`src/rtl/cmp_seq.sv`:
```
// ---------------------------------------------------------------------------
// cmp_seq : vector compare / min-max reduction sequencer
//
// Shares one combinational comparator across every element of a vector
// compare instruction. Each accepted element pair is presented to the
// comparator in the same cycle. The sequencer either records one mask bit
// per element (LT/LE/GT/GE) or folds the elements into a running min/max
// (MIN/MAX).
//
// Ports
//   module_clk_i, module_rst_i   clock (rising edge), async active-high reset
//   start_i, op_i, tc_i, vl_i    instruction launch; sampled only in IDLE
//   flush_i                      synchronous abort, highest priority
//   elem_valid_i / elem_ready_o  element stream handshake
//   elem_a_i, elem_b_i           element pair (vs2, vs1/scalar)
//   cmp_*_o / cmp_*_i            shared comparator drive and result
//   busy_o, done_o, err_o        status (done_o/err_o are one-cycle pulses)
//   mask_o, red_o                compare mask / reduction result
//
// Handshake: an element transfers on a cycle where elem_valid_i and
// elem_ready_o are both high. elem_ready_o is high in RUN only and does not
// depend on elem_valid_i. A producer holds its data stable while valid is
// high and ready is low; a low valid simply holds the sequencer state.
// ---------------------------------------------------------------------------
module cmp_seq #(
  parameter int DATA_WIDTH = 32,
  parameter int MAX_VL     = 8,
  parameter int VL_W       = $clog2(MAX_VL + 1)
) (
  input  logic                  module_clk_i,
  input  logic                  module_rst_i,
  input  logic                  start_i,
  input  logic [2:0]            op_i,
  input  logic                  tc_i,
  input  logic [VL_W-1:0]       vl_i,
  input  logic                  flush_i,
  input  logic                  elem_valid_i,
  output logic                  elem_ready_o,
  input  logic [DATA_WIDTH-1:0] elem_a_i,
  input  logic [DATA_WIDTH-1:0] elem_b_i,
  output logic                  cmp_en_o,
  output logic [DATA_WIDTH-1:0] cmp_a_o,
  output logic [DATA_WIDTH-1:0] cmp_b_o,
  output logic                  cmp_leq_o,
  output logic                  cmp_tc_o,
  input  logic                  cmp_lt_le_i,
  input  logic                  cmp_ge_gt_i,
  output logic                  busy_o,
  output logic                  done_o,
  output logic                  err_o,
  output logic [MAX_VL-1:0]     mask_o,
  output logic [DATA_WIDTH-1:0] red_o
);

  localparam logic [2:0] OP_LT  = 3'd0;
  localparam logic [2:0] OP_LE  = 3'd1;
  localparam logic [2:0] OP_GT  = 3'd2;
  localparam logic [2:0] OP_GE  = 3'd3;
  localparam logic [2:0] OP_MIN = 3'd4;
  localparam logic [2:0] OP_MAX = 3'd5;

  typedef enum logic [1:0] {
    S_IDLE = 2'd0,
    S_RUN  = 2'd1,
    S_DONE = 2'd2
  } state_t;

  state_t                  state_q, state_n;
  logic [2:0]              op_q;
  logic                    tc_q;
  logic [VL_W-1:0]         vl_q;
  logic [VL_W-1:0]         cnt_q;
  logic [VL_W-1:0]         cnt_inc;
  logic [MAX_VL-1:0]       mask_q;
  logic [DATA_WIDTH-1:0]   acc_q;
  logic                    err_q;

  logic                    hs;
  logic                    is_red;
  logic                    last_elem;
  logic                    leq_sel;
  logic                    elem_bit;
  logic                    take_new;
  logic                    start_ok;

  // ---------------------------------------------------------------------
  // Decode helpers
  // ---------------------------------------------------------------------
  assign hs        = (state_q == S_RUN) && elem_valid_i;
  assign is_red    = (op_q == OP_MIN) || (op_q == OP_MAX);
  assign cnt_inc   = cnt_q + 1'b1;
  assign last_elem = (cnt_inc == vl_q);
  assign start_ok  = start_i && (op_i <= OP_MAX);

  // LE and GT both need "a <= b" separated from "a > b"; LT and GE need
  // "a < b" separated from "a >= b". MIN uses strict less-than and MAX uses
  // strict greater-than so that ties keep the earlier element.
  always_comb begin
    leq_sel  = 1'b0;
    elem_bit = cmp_lt_le_i;
    take_new = 1'b0;
    case (op_q)
      OP_LT:   begin leq_sel = 1'b0; elem_bit = cmp_lt_le_i; end
      OP_LE:   begin leq_sel = 1'b1; elem_bit = cmp_lt_le_i; end
      OP_GT:   begin leq_sel = 1'b1; elem_bit = cmp_ge_gt_i; end
      OP_GE:   begin leq_sel = 1'b0; elem_bit = cmp_ge_gt_i; end
      OP_MIN:  begin leq_sel = 1'b0; take_new = cmp_lt_le_i; end
      OP_MAX:  begin leq_sel = 1'b1; take_new = cmp_ge_gt_i; end
      default: begin leq_sel = 1'b0; end
    endcase
  end

  // ---------------------------------------------------------------------
  // FSM next state (flush overrides every transition)
  // ---------------------------------------------------------------------
  always_comb begin
    state_n = state_q;
    case (state_q)
      S_IDLE: begin
        if (start_ok) begin
          state_n = (vl_i == '0) ? S_DONE : S_RUN;
        end
      end
      S_RUN: begin
        if (hs && last_elem) begin
          state_n = S_DONE;
        end
      end
      S_DONE:  state_n = S_IDLE;
      default: state_n = S_IDLE;
    endcase
    if (flush_i) begin
      state_n = S_IDLE;
    end
  end

  // ---------------------------------------------------------------------
  // Outputs
  // ---------------------------------------------------------------------
  always_comb begin
    elem_ready_o = (state_q == S_RUN);
    busy_o       = (state_q == S_RUN);
    done_o       = (state_q == S_DONE);
    err_o        = err_q;
    mask_o       = mask_q;
    red_o        = acc_q;
    cmp_tc_o     = tc_q;
    cmp_en_o     = hs;
    cmp_a_o      = '0;
    cmp_b_o      = '0;
    cmp_leq_o    = 1'b0;
    // The comparator sees zero operands whenever it is not in use.
    if (hs) begin
      cmp_a_o   = elem_a_i;
      cmp_b_o   = is_red ? acc_q : elem_b_i;
      cmp_leq_o = leq_sel;
    end
  end

  // ---------------------------------------------------------------------
  // State and datapath registers
  // ---------------------------------------------------------------------
  always_ff @(posedge module_clk_i or posedge module_rst_i) begin
    if (module_rst_i) begin
      state_q <= S_IDLE;
      op_q    <= OP_LT;
      tc_q    <= 1'b0;
      vl_q    <= '0;
      cnt_q   <= '0;
      mask_q  <= '0;
      acc_q   <= '0;
      err_q   <= 1'b0;
    end else begin
      state_q <= state_n;
      err_q   <= 1'b0;
      if (flush_i) begin
        cnt_q  <= '0;
        mask_q <= '0;
        acc_q  <= '0;
      end else begin
        case (state_q)
          S_IDLE: begin
            if (start_ok) begin
              op_q   <= op_i;
              tc_q   <= tc_i;
              vl_q   <= vl_i;
              cnt_q  <= '0;
              mask_q <= '0;
              acc_q  <= '0;
            end else if (start_i) begin
              // Illegal opcode: flag it, leave previous results intact.
              err_q <= 1'b1;
            end
          end
          S_RUN: begin
            if (hs) begin
              cnt_q <= cnt_inc;
              if (is_red) begin
                // The first element seeds the accumulator; the comparator
                // result for it is meaningless and ignored.
                if ((cnt_q == '0) || take_new) begin
                  acc_q <= elem_a_i;
                end
              end else begin
                for (int i = 0; i < MAX_VL; i++) begin
                  if (cnt_q == VL_W'(i)) begin
                    mask_q[i] <= elem_bit;
                  end
                end
              end
            end
          end
          default: begin
          end
        endcase
      end
    end
  end

endmodule

```
`config.mk`:
```
export PLATFORM = sky130hd
export DESIGN_NAME = cmp_seq
export DESIGN_NICKNAME = d
export VERILOG_FILES = /design/src/rtl/cmp_seq.sv
export SDC_FILE = /design/constraint.sdc
export NUM_CORES = 1
export LEC_CHECK = 0
export ABC_CLOCK_PERIOD_IN_PS = 2400
export CORE_ASPECT_RATIO = 1.5
export CORE_UTILIZATION = 38
export DETAILED_ROUTE_END_ITERATION = 12
export PLACE_DENSITY = 0.8
export SETUP_SLACK_MARGIN = 0.2
export SLEW_MARGIN = 15
export SYNTH_ARGS = -nofsm -noshare
export SYNTH_HDL_FRONTEND = slang
export SYNTH_SLANG_ARGS = --single-unit
```
`constraint.sdc`:
```
create_clock -name module_clk_i -period 2.4 [get_ports module_clk_i]
set_input_delay 0.36 -clock module_clk_i [delete_from_list [all_inputs] [get_ports module_clk_i]]
set_output_delay 0.36 -clock module_clk_i [all_outputs]
set_load 0.01 [all_outputs]
```
==> impl_results.md <==
- Outcome: finished, final reports clean
- Residual DRC: 0
- Final min period: about 2.2 ns
- CTS Buf Count: 5
- Diode count: 0
- Via-to-Cell Ratio: 5.24
- Clock transition at path regs: ~0.07 ns
- Least-Margin Pin Slew: 0.644 ns
- Ys async rst share: 1.00
- Hold_buf cts: 0
- Worst path bufs/invs: 3
- Endpoint type of the worst setup path: primary output
- Slew HR: 0.571
- Hold crit path type: input pin to asynchronous set/reset pin
- Post-synth cell types: 36
- Placed instance area: 5210 sq um
- Top cells by area, synth: dfrtp_1, a22o_1, nand2_1
- Initial antenna violation count: 0
- Wirelength per Cell: ~17 um
- Io pins: between 150 and 200
- #FFs+latches synth: 55
- Multi-input logic area: 1620 sq um
- Tot GR Track Use: 0.252
- EDFF count, synth: 0
- Max Buffers Root-to-Sink: 2
- Worst setup SP type: flip-flop
- Clock Skews: 0.00450 ns
- GRT overflow: 0
- Power Total: between 2 and 3 mW
- DP Worst Slack: between 0.015 and 0.02 ns
- Syn Inst Count: approximately 340
- Hold Fails Final Rpt: 0
- Most frequent cell after synthesis: nand2_1
- Die width: ~77 um
- Share of cells above drive strength 1: 0.0985
- PortBufs: 189
- CTS tree: built
- Final WL: between 10000 and 15000 um
- Row cnt: 40
- Root Driver: clkbuf_16
- Synthesis-to-finish area growth: 77.2%
- Global-route wire length before repair: 17300 um
- Reg area: about 1400 sq um
- CP max stage cell: dfrtp_2
- Synthesized Nets: around 430
- Max-slew violation count: 0
- Fill cells: 644
- Initial Util: 0.393
- WP data arrival: 1.79 ns
- Final nets: 621
- PnR worst setup slack: 0.248 ns
- Sequential area share after synthesis: 0.434
- Post-synth top cells: nand2_1, dfrtp_1, a21oi_1
- CP delay by family, top: buffers and inverters
- Most used flip-flop cell after synthesis: dfrtp_1
- Die height: 114 um
- Crit-path max FO: 16
- Peak supply drop: 0.388 mV
- Kind of critical path: flip-flop to primary output
- Leakage: around 3.2 nW
- Max-capacitance violation count: 0
- Synth top area share: 0.434
- GP Congestion: 0.822
- Clock Latency Late Sink: 0.28 ns
- R2R setup slack: 0.31 ns
- Area of the mapped netlist: 3170 sq um
- Yosys warning total: 0
- Tcrit/Tclk final: 0.897
- Design area: 5620 sq um
- Req. time, crit path: 2.04 ns
- Fmax: 465 MHz
- Core footprint: 8060 sq um
- Count of final setup violators: 0
- Via count: 3369
- Die ar.: 8720 sq um
- RSZ-0062 raised after global routing: no
- HPWL after DPL: 8150 um
- 1st-iter DRT viols: 175
- Number of global-route vias before repair: approximately 3300
- Largest net degree at the start of global routing: 35
- Pwr Density: 484 nW/um^2
- Max incr delay on CP: between 0.4 and 0.5 ns
- Mean Syn Cell Area: 9.24 sq um
- Final core utilization: 0.697
- CP cell instances: nor2b_4, nand2_2, inv_4, bufbuf_16, and2_1, dlygate4sd2_1
- TNS Setup: 0 ns
- Clock sink count: 55
- Max H-tree Level: 2
- DRT Pass-1 Iters: 4
- Post-route ant nets: 0
- Biggest area consumer among synthesized cells: dfrtp_1
[path summary, 6_finish.rpt]
kind | cells past startpoint | from | to
max in group asynchronous | 3 | module_rst_i | state_q[1]$_DFFE_PP0P_
setup / recovery | 6 | state_q[1]$_DFFE_PP0P_ | cmp_a_o[29]
min in group module_clk_i | 2 | mask_o[1]$_DFFE_PP0P_ | mask_o[1]$_DFFE_PP0P_
hold reg to reg | 2 | mask_o[1]$_DFFE_PP0P_ | mask_o[1]$_DFFE_PP0P_
hold / removal | 2 | module_rst_i | mask_o[6]$_DFFE_PP0P_
setup reg to reg | 6 | state_q[1]$_DFFE_PP0P_ | red_o[10]$_DFFE_PP0P_
[where the power goes]
group	internal [mW]	switching, mW	leakage [nW]
registers	0.986	0.0478	0.742
clock network	0.487	0.317	0.0759
logic	0.469	0.413	2.41
total	1.94	0.778	3.23
[flip-flops by register name, indices dropped and copies added, names as in the netlist]
| signal | cells |
|---|---|
| red_o | 32 |
| cmp_tc_o | 1 |
| cnt_q | 4 |
| err_o | 1 |
| op_q | 3 |
| vl_q | 4 |
| mask_o | 8 |
| state_q | 2 |
[layout make-up]
cell class                      instances  share of cell area
Tap cell                              105              0.0234
Multi-Input combinational cell        255               0.288
Inverter                                7             0.00512
Timing Repair Buffer                  214               0.409
Sequential cell                        55               0.246
Clock buffer                            5              0.0223
Clock inverter                          2             0.00668
[timing repair]
action	CTS	global route
endpoints found under the setup margin	66	88
setup buffers	2	3
resized for setup	31	59
hold endpoints to repair	0	0
gates cloned	1	0
[cell usage in the layout, fill, tap and decap left out, types with 2 or more instances in the layout]
cell	n
clkdlybuf4s50_1	123
xnor2_1	4
nor3_1	2
nor2_1	8
a21oi_2	2
o41ai_1	8
xor2_1	2
a21oi_1	41
nand2_1	69
dfrtp_1	52
dfrtp_2	3
dlygate4sd2_1	18
buf_4	15
mux2_2	8
dlymetal6s2s_1	47
buf_12	7
clkbuf_16	5
nor2b_1	4
nand2b_1	2
inv_1	5
and2_1	33
o31ai_1	12
a22o_1	32
buf_6	2
o21ai_0	4
ha_1	4
nor2b_4	2
nand3_1	3
[through the flow]
stage                     cells  hold slack (ns)
after floorplan             343            0.492
after global placement      630            0.481
after detailed placement    630            0.493
after CTS                   640            0.421
after global routing        643            0.486
final                       643            0.418
[logic make-up after synthesis]
| group | Yosys count | share of synthesized area |
|---|---|---|
| simple gates | 132 | 0.203 |
| compound gates | 105 | 0.234 |
| flops | 55 | 0.434 |
| buf+inv | 33 | 0.0675 |
| mux | 8 | 0.0284 |
| xor+xnor | 6 | 0.0166 |
| fa+ha+maj | 4 | 0.0158 |
[layer usage]
| metal | part of all wire | vias to the layer above | GRT usage |
|---|---|---|---|
| li1 | - | 1593 | - |
| met1 | 0.38 | 1620 | 0.271 |
| met2 | 0.55 | 140 | 0.493 |
| met3 | 0.048 | 16 | 0.0392 |
| met4 | 0.020 | 0 | 0.0872 |
| met5 | 0 | - | 0 |
Power figures use the tool's default switching activity.
